`src/rtl/div_unit_if.sv`:
```
// rtl/div_unit_if.sv - operand and result valid/ready channels of the iterative divider
interface div_unit_if #(
  parameter int WIDTH = 32
);
  logic             in_valid;
  logic             in_ready;
  logic [WIDTH-1:0] a;
  logic [WIDTH-1:0] b;
  logic [2:0]       op;
  logic             out_valid;
  logic             out_ready;
  logic [WIDTH-1:0] result;

  modport master (
    output in_valid, a, b, op, out_ready,
    input  in_ready, out_valid, result
  );

  modport slave (
    input  in_valid, a, b, op, out_ready,
    output in_ready, out_valid, result
  );
endinterface

```
`src/rtl/div_unit.sv`:
```
// rtl/div_unit.sv - radix-2 restoring divider for DIV/DIVU/REM/REMU with flush
module div_unit #(
  parameter int WIDTH = 32
) (
  input  logic      clk,
  input  logic      rst_n,
  input  logic      flush,
  div_unit_if.slave bus
);
  localparam int CW = $clog2(WIDTH);
  localparam logic [WIDTH-1:0] MIN = {1'b1, {(WIDTH-1){1'b0}}};

  typedef enum logic [1:0] {IDLE, CALC, DONE} state_t;

  state_t           state;
  logic [WIDTH-1:0] dvd;
  logic [WIDTH-1:0] dvs;
  logic [WIDTH-1:0] rem;
  logic [CW-1:0]    count;
  logic             is_rem;
  logic             neg_q;
  logic             neg_r;
  logic [WIDTH-1:0] result_q;
  logic             out_valid_q;

  logic             is_signed;
  logic             a_neg;
  logic             b_neg;
  logic             ovf;
  logic             special_op;
  logic [WIDTH-1:0] a_abs;
  logic [WIDTH-1:0] b_abs;
  logic [WIDTH-1:0] special;
  logic [WIDTH:0]   rem_shift;
  logic [WIDTH:0]   rem_sub;
  logic             qbit;
  logic [WIDTH-1:0] rem_next;
  logic [WIDTH-1:0] quo_next;
  logic [WIDTH-1:0] fin_q;
  logic [WIDTH-1:0] fin_r;

  always_comb begin
    is_signed  = ~bus.op[0];
    a_neg      = is_signed & bus.a[WIDTH-1];
    b_neg      = is_signed & bus.b[WIDTH-1];
    a_abs      = a_neg ? -bus.a : bus.a;
    b_abs      = b_neg ? -bus.b : bus.b;
    ovf        = is_signed && (bus.a == MIN) && (bus.b == '1);
    special_op = !bus.op[2] || (bus.b == '0) || ovf;
    special    = '0;
    if (!bus.op[2])
      special = '0;
    else if (bus.b == '0)
      special = bus.op[1] ? bus.a : '1;
    else if (ovf)
      special = bus.op[1] ? '0 : MIN;

    // One extra bit on the partial remainder so divisors >= 2^(W-1) cannot overflow it
    rem_shift = {rem, dvd[WIDTH-1]};
    rem_sub   = rem_shift - {1'b0, dvs};
    qbit      = ~rem_sub[WIDTH];
    rem_next  = qbit ? rem_sub[WIDTH-1:0] : rem_shift[WIDTH-1:0];
    quo_next  = {dvd[WIDTH-2:0], qbit};
    fin_q     = neg_q ? -quo_next : quo_next;
    fin_r     = neg_r ? -rem_next : rem_next;
  end

  assign bus.in_ready  = (state == IDLE);
  assign bus.out_valid = out_valid_q;
  assign bus.result    = result_q;

  always_ff @(posedge clk or negedge rst_n) begin
    if (!rst_n) begin
      state       <= IDLE;
      out_valid_q <= 1'b0;
      result_q    <= '0;
      count       <= '0;
      dvd         <= '0;
      dvs         <= '0;
      rem         <= '0;
      is_rem      <= 1'b0;
      neg_q       <= 1'b0;
      neg_r       <= 1'b0;
    end else if (flush) begin
      state       <= IDLE;
      out_valid_q <= 1'b0;
    end else begin
      case (state)
        IDLE: begin
          if (bus.in_valid) begin
            dvd    <= a_abs;
            dvs    <= b_abs;
            rem    <= '0;
            is_rem <= bus.op[1];
            neg_q  <= a_neg ^ b_neg;
            neg_r  <= a_neg;
            if (special_op) begin
              result_q    <= special;
              out_valid_q <= 1'b1;
              state       <= DONE;
            end else begin
              count <= CW'(WIDTH - 1);
              state <= CALC;
            end
          end
        end
        CALC: begin
          rem   <= rem_next;
          dvd   <= quo_next;
          count <= count - 1'b1;
          if (count == '0) begin
            result_q    <= is_rem ? fin_r : fin_q;
            out_valid_q <= 1'b1;
            state       <= DONE;
          end
        end
        DONE: begin
          if (bus.out_ready) begin
            out_valid_q <= 1'b0;
            state       <= IDLE;
          end
        end
        default: state <= IDLE;
      endcase
    end
  end
endmodule
```
`src/flat_wrapper.sv`:
```
// flat-port wrapper written by rule: the top's interface ports become plain ports
module div_unit_flat 
#(
  parameter int WIDTH = 32
)
  (clk, rst_n, flush, bus_in_valid, bus_a, bus_b, bus_op, bus_out_ready, bus_in_ready, bus_out_valid, bus_result);
  div_unit_if #(.WIDTH(WIDTH)) bus_i ();
  input  logic clk;
  input  logic rst_n;
  input  logic flush;
  input wire logic [$bits(bus_i.in_valid)-1:0] bus_in_valid;
  input wire logic [$bits(bus_i.a)-1:0] bus_a;
  input wire logic [$bits(bus_i.b)-1:0] bus_b;
  input wire logic [$bits(bus_i.op)-1:0] bus_op;
  input wire logic [$bits(bus_i.out_ready)-1:0] bus_out_ready;
  output wire logic [$bits(bus_i.in_ready)-1:0] bus_in_ready;
  output wire logic [$bits(bus_i.out_valid)-1:0] bus_out_valid;
  output wire logic [$bits(bus_i.result)-1:0] bus_result;
  assign bus_i.in_valid = bus_in_valid;
  assign bus_i.a = bus_a;
  assign bus_i.b = bus_b;
  assign bus_i.op = bus_op;
  assign bus_i.out_ready = bus_out_ready;
  assign bus_in_ready = bus_i.in_ready;
  assign bus_out_valid = bus_i.out_valid;
  assign bus_result = bus_i.result;
  div_unit #(.WIDTH(WIDTH)) u_core (.clk(clk), .rst_n(rst_n), .flush(flush), .bus(bus_i));
endmodule
```
`config.mk`:
```
export PLATFORM = sky130hd
export DESIGN_NAME = div_unit_flat
export DESIGN_NICKNAME = d
export VERILOG_FILES = /design/src/rtl/div_unit_if.sv /design/src/rtl/div_unit.sv /design/src/flat_wrapper.sv
export SDC_FILE = /design/constraint.sdc
export NUM_CORES = 1
export LEC_CHECK = 0
export BUFFER_PORTS_ARGS = -buffer_cell sky130_fd_sc_hd__buf_2
export CAP_MARGIN = 40
export CORE_MARGIN = 5
export CORE_UTILIZATION = 40
export CTS_BUF_LIST = sky130_fd_sc_hd__clkbuf_4
export CTS_CLUSTER_DIAMETER = 80
export DETAILED_ROUTE_END_ITERATION = 10
export PLACE_DENSITY = 0.62
export SLEW_MARGIN = 20
export SYNTH_ARGS = -nofsm -noshare
export SYNTH_HDL_FRONTEND = slang
export SYNTH_SLANG_ARGS = --single-unit
export TNS_END_PERCENT = 30
```
`constraint.sdc`:
```
create_clock -name clk -period 8.9 [get_ports clk]
set_clock_uncertainty 0.05 [all_clocks]
set_input_delay 2.225 -clock clk [delete_from_list [all_inputs] [get_ports clk]]
set_output_delay 2.225 -clock clk [all_outputs]
set_load 0.01 [all_outputs]
```
==> metrics, run 1 <==
aggregate routed wire length 36.92 mm; total negative slack 0 ps; Routed met2 length 17.17 mm; height of the die 178.9 um; post-synthesis cell type with the largest combined area dfrtp_1; transition time of the tightest slew-check pin 818.8 ps; area enclosed by the die boundary 32020 sq um; Avg Vias per Cell 5.713; CTS Buf Count 17; average footprint of a synthesized cell 7.630 sq um; worst relative slew slack 0.4491; detailed placer's ending HPWL 28.38 mm; post-synthesis mux area share 0.03025; global-route wire length before repair 57.82 mm; initial core utilization 0.4075; post-synth top area share 0.3047; final setup vio count 0; library cell with the highest instance count after synthesis nand2_1; result of the run finished, final reports clean; CTS tree built; number of nets in the finished design 1674; detailed-router iteration count before antenna repair 8; number of antenna violations at the first check in global routing 1; pin count of the biggest net entering global routing 78; post-synthesis share of cell area spent on and, or, nand and nor gates 0.2107; initial DRC count 948; Min Hold Slack 441.7 ps; adder-cell share of the synthesized area 0.04450; Achievable Freq 174.6 MHz; Reg2Reg Setup Slack 3170 ps; power density over cell area 175.7 nW/um^2; crit-path max FO 34; root cell of the clock tree clkbuf_4; element type at the critical path start register; metal1 wirelength 16.74 mm; Max Used Layer met4; number of remaining DRC errors 0; aggregate global-route resource usage 0.2291; synth-to-layout area growth 11.06%; Min-Delay Path Class reg2reg; count of flip-flops with a built-in enable after synthesis 0; count of max-cap constraint violations 0; proportion of layout cells with a drive suffix above 1 0.1162; main combinational cell family by area after synthesis compound AO/OA/AOI/OAI gates; final worst path period share 0.6434; buffers inserted by post-CTS timing repair 0; xor/xnor share of the synthesized area 0.1044; max-slew violation count 0; ys flop type dfrtp_1; share of synthesized area occupied by flip-flops and latches 0.3047; number of distinct library cell variants in the gate-level netlist after synthesis 76; flops & latches, synth 139; top area cells in the synthesized netlist dfrtp_1, o21ai_0, nand2_1; Post-Synthesis Cell Area 11410 sq um; Total Power Consumption 2.227 mW; number of nets still failing antenna checks after routing 0; most instantiated cells after synthesis nand2_1, o21ai_0, a21oi_1; H-tree Lvls 4; vias after detailed routing 11160; post-DR wirelength/cell 18.89 um; FFs w/ async S/R, synth 1.000; clock insertion delay at the later pin of the skew report 580 ps; final period demand of the worst path 5726 ps; number of cells produced by synthesis 1496; TritonCTS sink count 139; placement row count 61; Leakage 5.383 nW; path type of the worst setup path reg2reg; Longest Clk Path Bufs 2; GP Congestion 0.9414; Core Box Area 28010 sq um; via count of the first global-routing pass 10460; Worst Setup End Kind register; wire length on met3 2.206 mm; Synthesis Warnings 0; CTS clk-pin slew, worst paths 140 ps; Post-CTS Hold Buffers 0; hold violation count in the final report 0; leftover overflow at the end of global routing 0; width of the chip 178.9 um; total nets after synthesis 1608; number of input and output port buffers inserted 105; compound-cell area share of the yosys netlist 0.2559; total of cells resized after clock tree synthesis 0; number of I/O pins 106; unrepaired setup endpoints after global routing no; worst-case vdd ir drop 0.09369 mV; data arrival time of the critical path 6120 ps; data required time of the worst path 9300 ps
-- cell usage in the layout, fill, tap and decap left out, types with 12 or more instances in the layout --
| cell | n |
|---|---|
| nand2_1 | 203 |
| o21ai_0 | 163 |
| a21oi_1 | 146 |
| dfrtp_1 | 139 |
| nor2_1 | 123 |
| buf_2 | 105 |
| inv_1 | 68 |
| xor2_1 | 68 |
| xnor2_1 | 68 |
| nor3_1 | 42 |
| ha_1 | 39 |
| mux2i_1 | 30 |
| or3_1 | 23 |
| o21ai_1 | 21 |
| nor2b_1 | 19 |
| a31oi_1 | 19 |
| o31ai_1 | 18 |
| clkbuf_4 | 18 |
| nand4_1 | 17 |
| nand3_1 | 17 |
| a211oi_1 | 15 |
| nand2b_1 | 13 |
| nor4_1 | 12 |
-- critical path: stages (launching register included) --
cell and delay [ps]:
dfrtp_1 450, ha_1 260, fa_1 410, nand2b_1 200
a211oi_2 330, o21ai_1 210, a21oi_4 230, o21a_4 240
nor2_8 60, inv_2 480, ha_1 270, nand2b_1 100
or3_1 410, or3_1 470, nand2b_1 230, o31ai_1 260
xor2_1 280, o22ai_1 130, a221oi_1 400, a21oi_1 120
-- through the flow --
| stage | std cells | instance area [sq um] | utilization | worst slack (ps) |
|---|---|---|---|---|
| floorplan | 1496 | 11410 | - | 3651 |
| global placement | 1910 | 12200 | 0.4354 | 2855 |
| detailed placement | 1920 | 12340 | 0.4407 | 2758 |
| CTS | 1952 | 12660 | 0.4521 | 3207 |
| global route | 1954 | 12680 | 0.4526 | 2943 |
| finish | 1954 | 12680 | 0.4526 | 3174 |
-- routing by layer --
layer,GRT usage,up-vias
li1,-,5470
met1,0.3241,5309
met2,0.3707,338
met3,0.02826,47
met4,0.06108,0
met5,0,-
-- area by class of cell --
| type | count | area (sq um) |
|---|---|---|
| diodes | 1 | 2.502 |
| repair buffers | 124 | 750.7 |
| clock buffers | 18 | 135.1 |
| flip-flops and latches | 139 | 3478 |
| multi-input cells | 1210 | 7390 |
| fillers | 2883 | 15330 |
| clock inverters | 14 | 185.2 |
| well taps | 378 | 473.0 |
| inverters | 70 | 262.8 |
-- state kept, by name (all words and copies together) (netlist names) --
register              flops
u_core.bus.out_valid      1
u_core.neg_q              1
u_core.neg_r              1
u_core.state              2
u_core.count              5
u_core.rem               32
u_core.is_rem             1
u_core.bus.result        32
u_core.dvs               32
u_core.dvd               32
-- power by group --
part,switching [mW],internal (mW)
Clock,0.281,0.204
Combinational,0.551,0.330
Sequential,0.117,0.743
Total,0.950,1.28
-- path summary, 6_finish.rpt --
| check | start | endpoint | cells after the start |
|---|---|---|---|
| worst max-delay path | u_core.dvs[0] | u_core.bus.result[22] | 19 |
| worst min-delay path | u_core.dvs[18] | u_core.dvs[18] | 2 |
| worst max register to register | u_core.dvs[0] | u_core.bus.result[22] | 19 |
| worst min register to register | u_core.dvs[18] | u_core.dvs[18] | 2 |
| max in group asynchronous | rst_n | u_core.dvs[6] | 3 |
| min in group asynchronous | rst_n | u_core.dvd[22] | 1 |
-- logic make-up after synthesis --
| logic type | after synthesis |
|---|---|
| DFF | 139 |
| muxes | 34 |
| buffers and inverters | 147 |
| AOI/OAI and AO/OA | 486 |
| and+or+nand+nor | 514 |
| xor gates and xnor gates | 136 |
| adders and majority gates | 40 |
Note: power is estimated with default switching activity, not from simulation.
==> run 2, diff against run 1 <==
--- a/config.mk
+++ b/config.mk
@@ -5,6 +5,7 @@
 export SDC_FILE = /design/constraint.sdc
 export NUM_CORES = 1
 export LEC_CHECK = 0
+export ABC_AREA = 1
 export BUFFER_PORTS_ARGS = -buffer_cell sky130_fd_sc_hd__buf_2
 export CAP_MARGIN = 40
 export CORE_MARGIN = 5
==> constraint.sdc (replaced) <==
create_clock -name clk -period 5.52 [get_ports clk]
set_clock_uncertainty 0.05 [all_clocks]
set_input_delay 1.38 -clock clk [delete_from_list [all_inputs] [get_ports clk]]
set_output_delay 1.38 -clock clk [all_outputs]
set_load 0.01 [all_outputs]
==> metrics, run 2 <==
result of the run finished, final reports clean; Critical Path Source u_core.dvs[0]; element type at the critical path start register; crit-path max FO 11 (-68%); post-synthesis cell type with the largest combined area dfrtp_1; number of nets still failing antenna checks after routing 0 (unchanged); aggregate global-route resource usage 0.2391 (+0.009960); unrepaired setup endpoints after global routing no; CTS tree built; initial DRC count 1255 (+32%); ys flop type dfrtp_1; count of buffering cells on the critical path with inverters included 2 (+1); cell seen most often among critical-path stages nand2_1; Worst Setup End Kind register; buffers inserted by post-CTS timing repair 0 (unchanged); count of flip-flops with a built-in enable after synthesis 0 (unchanged); most frequent cells in the layout nand2_1, inv_1, nor2_1; worst relative slew slack 0.4913 (+0.04220); # fillers 3530 (+22%); global-route wire length before repair 68.98 mm (+19%); CTS Buf Count 17 (unchanged); GP Congestion 0.9459 (+0.48%); flops & latches, synth 139 (unchanged); path type of the worst setup path reg2reg; slowest stage cell, crit path dfrtp_1; TritonCTS sink count 139 (unchanged); Longest Clk Path Bufs 2 (unchanged); clock insertion delay at the later pin of the skew report 610 ps (+30 ps); total nets after synthesis 2202 (+37%); Post-CTS Hold Buffers 0 (unchanged); data required time of the worst path 6000 ps (-3300 ps); number of remaining DRC errors 0 (unchanged); area enclosed by the die boundary 35630 sq um (+11%); Min-Delay Path Class reg2reg; Achievable Freq 205.2 MHz (+17%); post-synth top area share 0.2721 (-0.03260); via count of the first global-routing pass 12780 (+22%); proportion of layout cells with a drive suffix above 1 0.1160 (-0.0001684); number of cells produced by synthesis 2090 (+40%); number of nets in the finished design 2271 (+36%); height of the die 188.8 um (+5.5%); count of max-cap constraint violations 0 (unchanged); detailed-router iteration count before antenna repair 5 (-3); placement row count 65 (+6.6%); Final Util 0.4402 (-0.01242); post-DR wirelength/cell 16.66 um (-12%); vias after detailed routing 13640 (+22%); launch point of the worst hold path u_core.dvs[7]; Synthesis Warnings 0 (unchanged); width of the chip 188.8 um (+5.5%); hold violation count in the final report 0 (unchanged); data arrival time of the critical path 5360 ps (-760 ps); most instantiated cells after synthesis nand2_1, inv_1, nor2_1; final period demand of the worst path 4873 ps (-852.6 ps); initial core utilization 0.4051 (-0.002438); synth-to-layout area growth 8.663%; CTS clk-pin slew, worst paths 130 ps (about the same); total negative slack 0 ps (unchanged); delay-heaviest family, CP simple AND/OR/NAND/NOR gates; library cell with the highest instance count after synthesis nand2_1; share of synthesized area occupied by flip-flops and latches 0.2721 (-0.03260); startpoint of the worst-slack reg-to-reg timing path u_core.dvs[0]; total of cells resized after clock tree synthesis 0 (unchanged); Avg Vias per Cell 5.299 (-7.3%); max-slew violation count 0 (unchanged); average footprint of a synthesized cell 6.116 sq um (-20%); number of antenna violations at the first check in global routing 1 (unchanged); top area cells in the synthesized netlist dfrtp_1, nand2_1, inv_1; FFs w/ async S/R, synth 1.000 (unchanged); transition time of the tightest slew-check pin 762.2 ps (-56.59 ps); pin count of the biggest net entering global routing 72 (-7.7%); H-tree Lvls 4 (unchanged); number of distinct library cell variants in the gate-level netlist after synthesis 48 (-37%); root cell of the clock tree clkbuf_4; final worst path period share 0.8828 (+0.2395); final setup vio count 0 (unchanged); commonest non-fill, non-tap cell in the layout nand2_1; Core Box Area 31560 sq um (+13%); biggest cell delay along the critical path 410 ps (-70 ps); number of I/O pins 106 (unchanged); Post-Synthesis Cell Area 12780 sq um (+12%); leftover overflow at the end of global routing 0 (unchanged); detailed placer's ending HPWL 33.75 mm (+19%); number of input and output port buffers inserted 105 (unchanged); aggregate routed wire length 42.90 mm (+16%)
## run 2: cell count changes after synthesis, moves of 15 or more
cell and delta:
a211oi_1 -15, a21oi_1 -21, inv_1 +220, mux2i_1 -30
nand2_1 +416, nand2_2 +32, nand3_1 +101, nor2_1 +79
nor2_2 +15, nor2b_1 -19, or3_1 -23, xnor2_1 -50
xor2_1 -29
## run 2: final timing paths
kind	endpoint	slack (ps)	depth (start not counted)
min in group asynchronous	u_core.dvs[9]	740	1
hold / removal	u_core.dvs[7]	450	2
hold reg to reg	u_core.dvs[7]	450	2
setup reg to reg	u_core.bus.result[30]	650	30
max in group asynchronous	u_core.dvd[25]	3800	2
setup / recovery	u_core.bus.result[30]	650	30
## run 2: worst reg2reg max path, delay by kind of cell, from the launching register on
| kind | cells | cell delay [ps] |
|---|---|---|
| compound gates | 6 | 780 |
| fa+ha+maj | 3 | 840 |
| buf+inv | 2 | 190 |
| simple gates | 19 | 2540 |
| flops | 1 | 410 |
## run 2: layout make-up
class	instances	area, sq um	share of cell area
Sequential cell	139	3478	0.2504
Clock inverter	14	122.6	0.008828
Inverter	301	1130	0.08134
Antenna cell	1	2.502	0.0001802
Multi-Input combinational cell	1579	7850	0.5652
Tap cell	402	503.0	0.03621
Clock buffer	18	135.1	0.009729
Timing Repair Buffer	121	668.1	0.04810
## run 2: cells by family (layout without fill, tap and decap cells)
group / Yosys count / after routing / synth area share
simple gates: 1103 / 1103 / 0.3680
compound gates: 379 / 379 / 0.1659
buf+inv: 372 / 454 / 0.1151
flops: 139 / 139 / 0.2721
xor+xnor: 57 / 57 / 0.03906
fa+ha+maj: 40 / 40 / 0.03974
other cells: 0 / 1 / 0
## run 2: layer usage
layer	wire length, um	part of all wire	up-vias	GRT usage
li1	-	-	6866	-
met1	20340	0.47	6352	0.3390
met2	19420	0.45	371	0.3836
met3	2040	0.048	55	0.02983
met4	1092	0.025	0	0.06951
met5	0	0	-	0
## run 2: stage by stage
| stage | setup WS (ps) | hold slack, ps | area (sq um) | cells |
|---|---|---|---|---|
| 6_report | 646.7 | 451.7 | 13890 | 2575 |
| 3_3_place_gp | 934.7 | 413.5 | 13620 | 2541 |
| 2_1_floorplan | 1469 | 401.5 | 12780 | 2090 |
| 4_1_cts | 752.1 | 454.3 | 13890 | 2574 |
| 5_1_grt | 156.0 | 473.4 | 13890 | 2575 |
| 3_5_place_dp | 802.2 | 423.7 | 13630 | 2542 |
Power of run 2 is not shown: default switching activity piles up to over one toggle a cycle in this logic, so the estimate is an artifact.
==> run 3, diff against run 2 <==
==> constraint.sdc (replaced) <==
create_clock -name clk -period 4.64 [get_ports clk]
set_clock_uncertainty 0.05 [all_clocks]
set_input_delay 1.16 -clock clk [delete_from_list [all_inputs] [get_ports clk]]
set_output_delay 1.16 -clock clk [all_outputs]
set_load 0.01 [all_outputs]
==> metrics, run 3 (synthesis results as in run 2) <==
result of the run finished, final reports clean; max-slew violation count 0 (unchanged); area occupied by registers 3478 sq um (unchanged); CTS Buf Count 17 (unchanged); GP Congestion 1.003 (+6.0%); crit-path max FO 5 (-6); global-route wire length before repair 69.42 mm (+0.64%); path type of the worst setup path reg2reg; number of nets still failing antenna checks after routing 0 (unchanged); initial core utilization 0.4051 (unchanged); most frequent cells in the layout nand2_1, inv_1, nor2_1; CTS clk-pin slew, worst paths 160 ps (+30 ps); pin count of the biggest net entering global routing 74 (+2.8%); worst relative slew slack 0.4893 (-0.001992); detailed-router iteration count before antenna repair 6 (+1); number of antenna violations at the first check in global routing 1 (unchanged); biggest cell delay along the critical path 480 ps (+70 ps); number of nets in the finished design 2279 (+0.35%); total of cells resized after clock tree synthesis 0 (unchanged); count of buffering cells on the critical path with inverters included 1 (-1); CTS tree built; number of instances in the placed design 2550 (+0.31%); Longest Clk Path Bufs 2 (unchanged); slowest stage cell, crit path dfrtp_1; detailed placer's ending HPWL 33.78 mm (about the same); vias after detailed routing 13700 (+0.39%); post-DR wirelength/cell 16.65 um (about the same); aggregate global-route resource usage 0.2404 (+0.001315); placement row count 65 (unchanged); Reg2Reg Setup Slack 360 ps (-290 ps); cell seen most often among critical-path stages nand2_1; number of input and output port buffers inserted 105 (unchanged); TritonCTS sink count 139 (unchanged); width of the chip 188.8 um (unchanged); number of remaining DRC errors 0 (unchanged); hold violation count in the final report 0 (unchanged); synth-to-layout area growth 10.08%; transition time of the tightest slew-check pin 765.2 ps (+2.984 ps); Avg Vias per Cell 5.303 (about the same); Min-Delay Path Class reg2reg; via count of the first global-routing pass 13040 (+2.0%); root cell of the clock tree clkbuf_4; buffers inserted by post-CTS timing repair 0 (unchanged); Post-CTS Hold Buffers 0 (unchanged); # fillers 3404 (-3.6%); data arrival time of the critical path 4770 ps (-590 ps); element type at the critical path start register; Core Box Area 31560 sq um (unchanged); proportion of layout cells with a drive suffix above 1 0.1225 (+0.006455); final worst path period share 0.9226 (+0.03975); Worst Setup End Kind register; commonest non-fill, non-tap cell in the layout nand2_1; leftover overflow at the end of global routing 0 (unchanged); area enclosed by the die boundary 35630 sq um (unchanged); delay-heaviest family, CP simple AND/OR/NAND/NOR gates; final period demand of the worst path 4281 ps (-592.5 ps); aggregate routed wire length 43.01 mm (+0.25%); initial DRC count 1200 (-4.4%); final setup vio count 0 (unchanged); number of I/O pins 106 (unchanged); data required time of the worst path 5130 ps (-870 ps); clock insertion delay at the later pin of the skew report 610 ps (about the same); H-tree Lvls 4 (unchanged); count of max-cap constraint violations 0 (unchanged); footprint of the multi-input gates 7881 sq um (+0.40%); height of the die 188.8 um (unchanged); Achievable Freq 233.6 MHz (+14%); number of cells in the finished layout apart from fillers 2583 (+0.31%)
==> run 3: cell count changes in the layout (fill, tap and decap cells not counted), moves of 2 or more <==
cell       change
bufinv_16      +3
inv_6          -2
clkinv_2       -3
buf_4          +7
==> run 3: area by class of cell <==
type / count / area share
timing repair buffer: 129 / 0.05291
sequential: 139 / 0.2472
clock inverter: 14 / 0.01396
antenna: 1 / 0.0001778
inverter: 301 / 0.08029
multi-input combinational: 1579 / 0.5601
tap: 402 / 0.03575
clock buffer: 18 / 0.009603
==> run 3: routing by layer <==
metal,vias up,share of wire,track usage
met5,-,0,0
met4,0,0.018,0.06502
met3,43,0.068,0.04428
met2,447,0.46,0.3893
met1,6317,0.45,0.3311
li1,6890,-,-
==> run 3: stage by stage <==
stage | cell area (sq um) | setup WS (ps) | util | TNS [ps] | hold WS [ps]
global route | 14070 | -10.10 | 0.4459 | -10.10 | 472.6
finish | 14070 | 359.2 | 0.4459 | 0 | 446.5
detailed placement | 13710 | 316.9 | 0.4343 | 0 | 423.8
floorplan | 12780 | 588.7 | - | 0 | 401.5
CTS | 14040 | 261.0 | 0.4448 | 0 | 455.1
global placement | 13690 | 363.2 | 0.4339 | 0 | 413.0
==> run 3: final timing paths <==
path,startpoint,endpoint,cells past startpoint
max reg2reg,u_core.rem[17],u_core.bus.result[30],26
max,u_core.rem[17],u_core.bus.result[30],26
min in group asynchronous,rst_n,u_core.dvs[9],1
max in group asynchronous,rst_n,u_core.dvd[9],2
min,u_core.dvs[18],u_core.dvs[18],2
min reg2reg,u_core.dvs[18],u_core.dvs[18],2
==> run 3: worst reg2reg max path: cells and delay by family (launching register included) <==
family	cells	cell delay (ps)
flops	1	480
simple gates	17	2260
buf+inv	1	90
fa+ha+maj	2	610
compound gates	6	710
Power of run 3 is left out for the same reason.
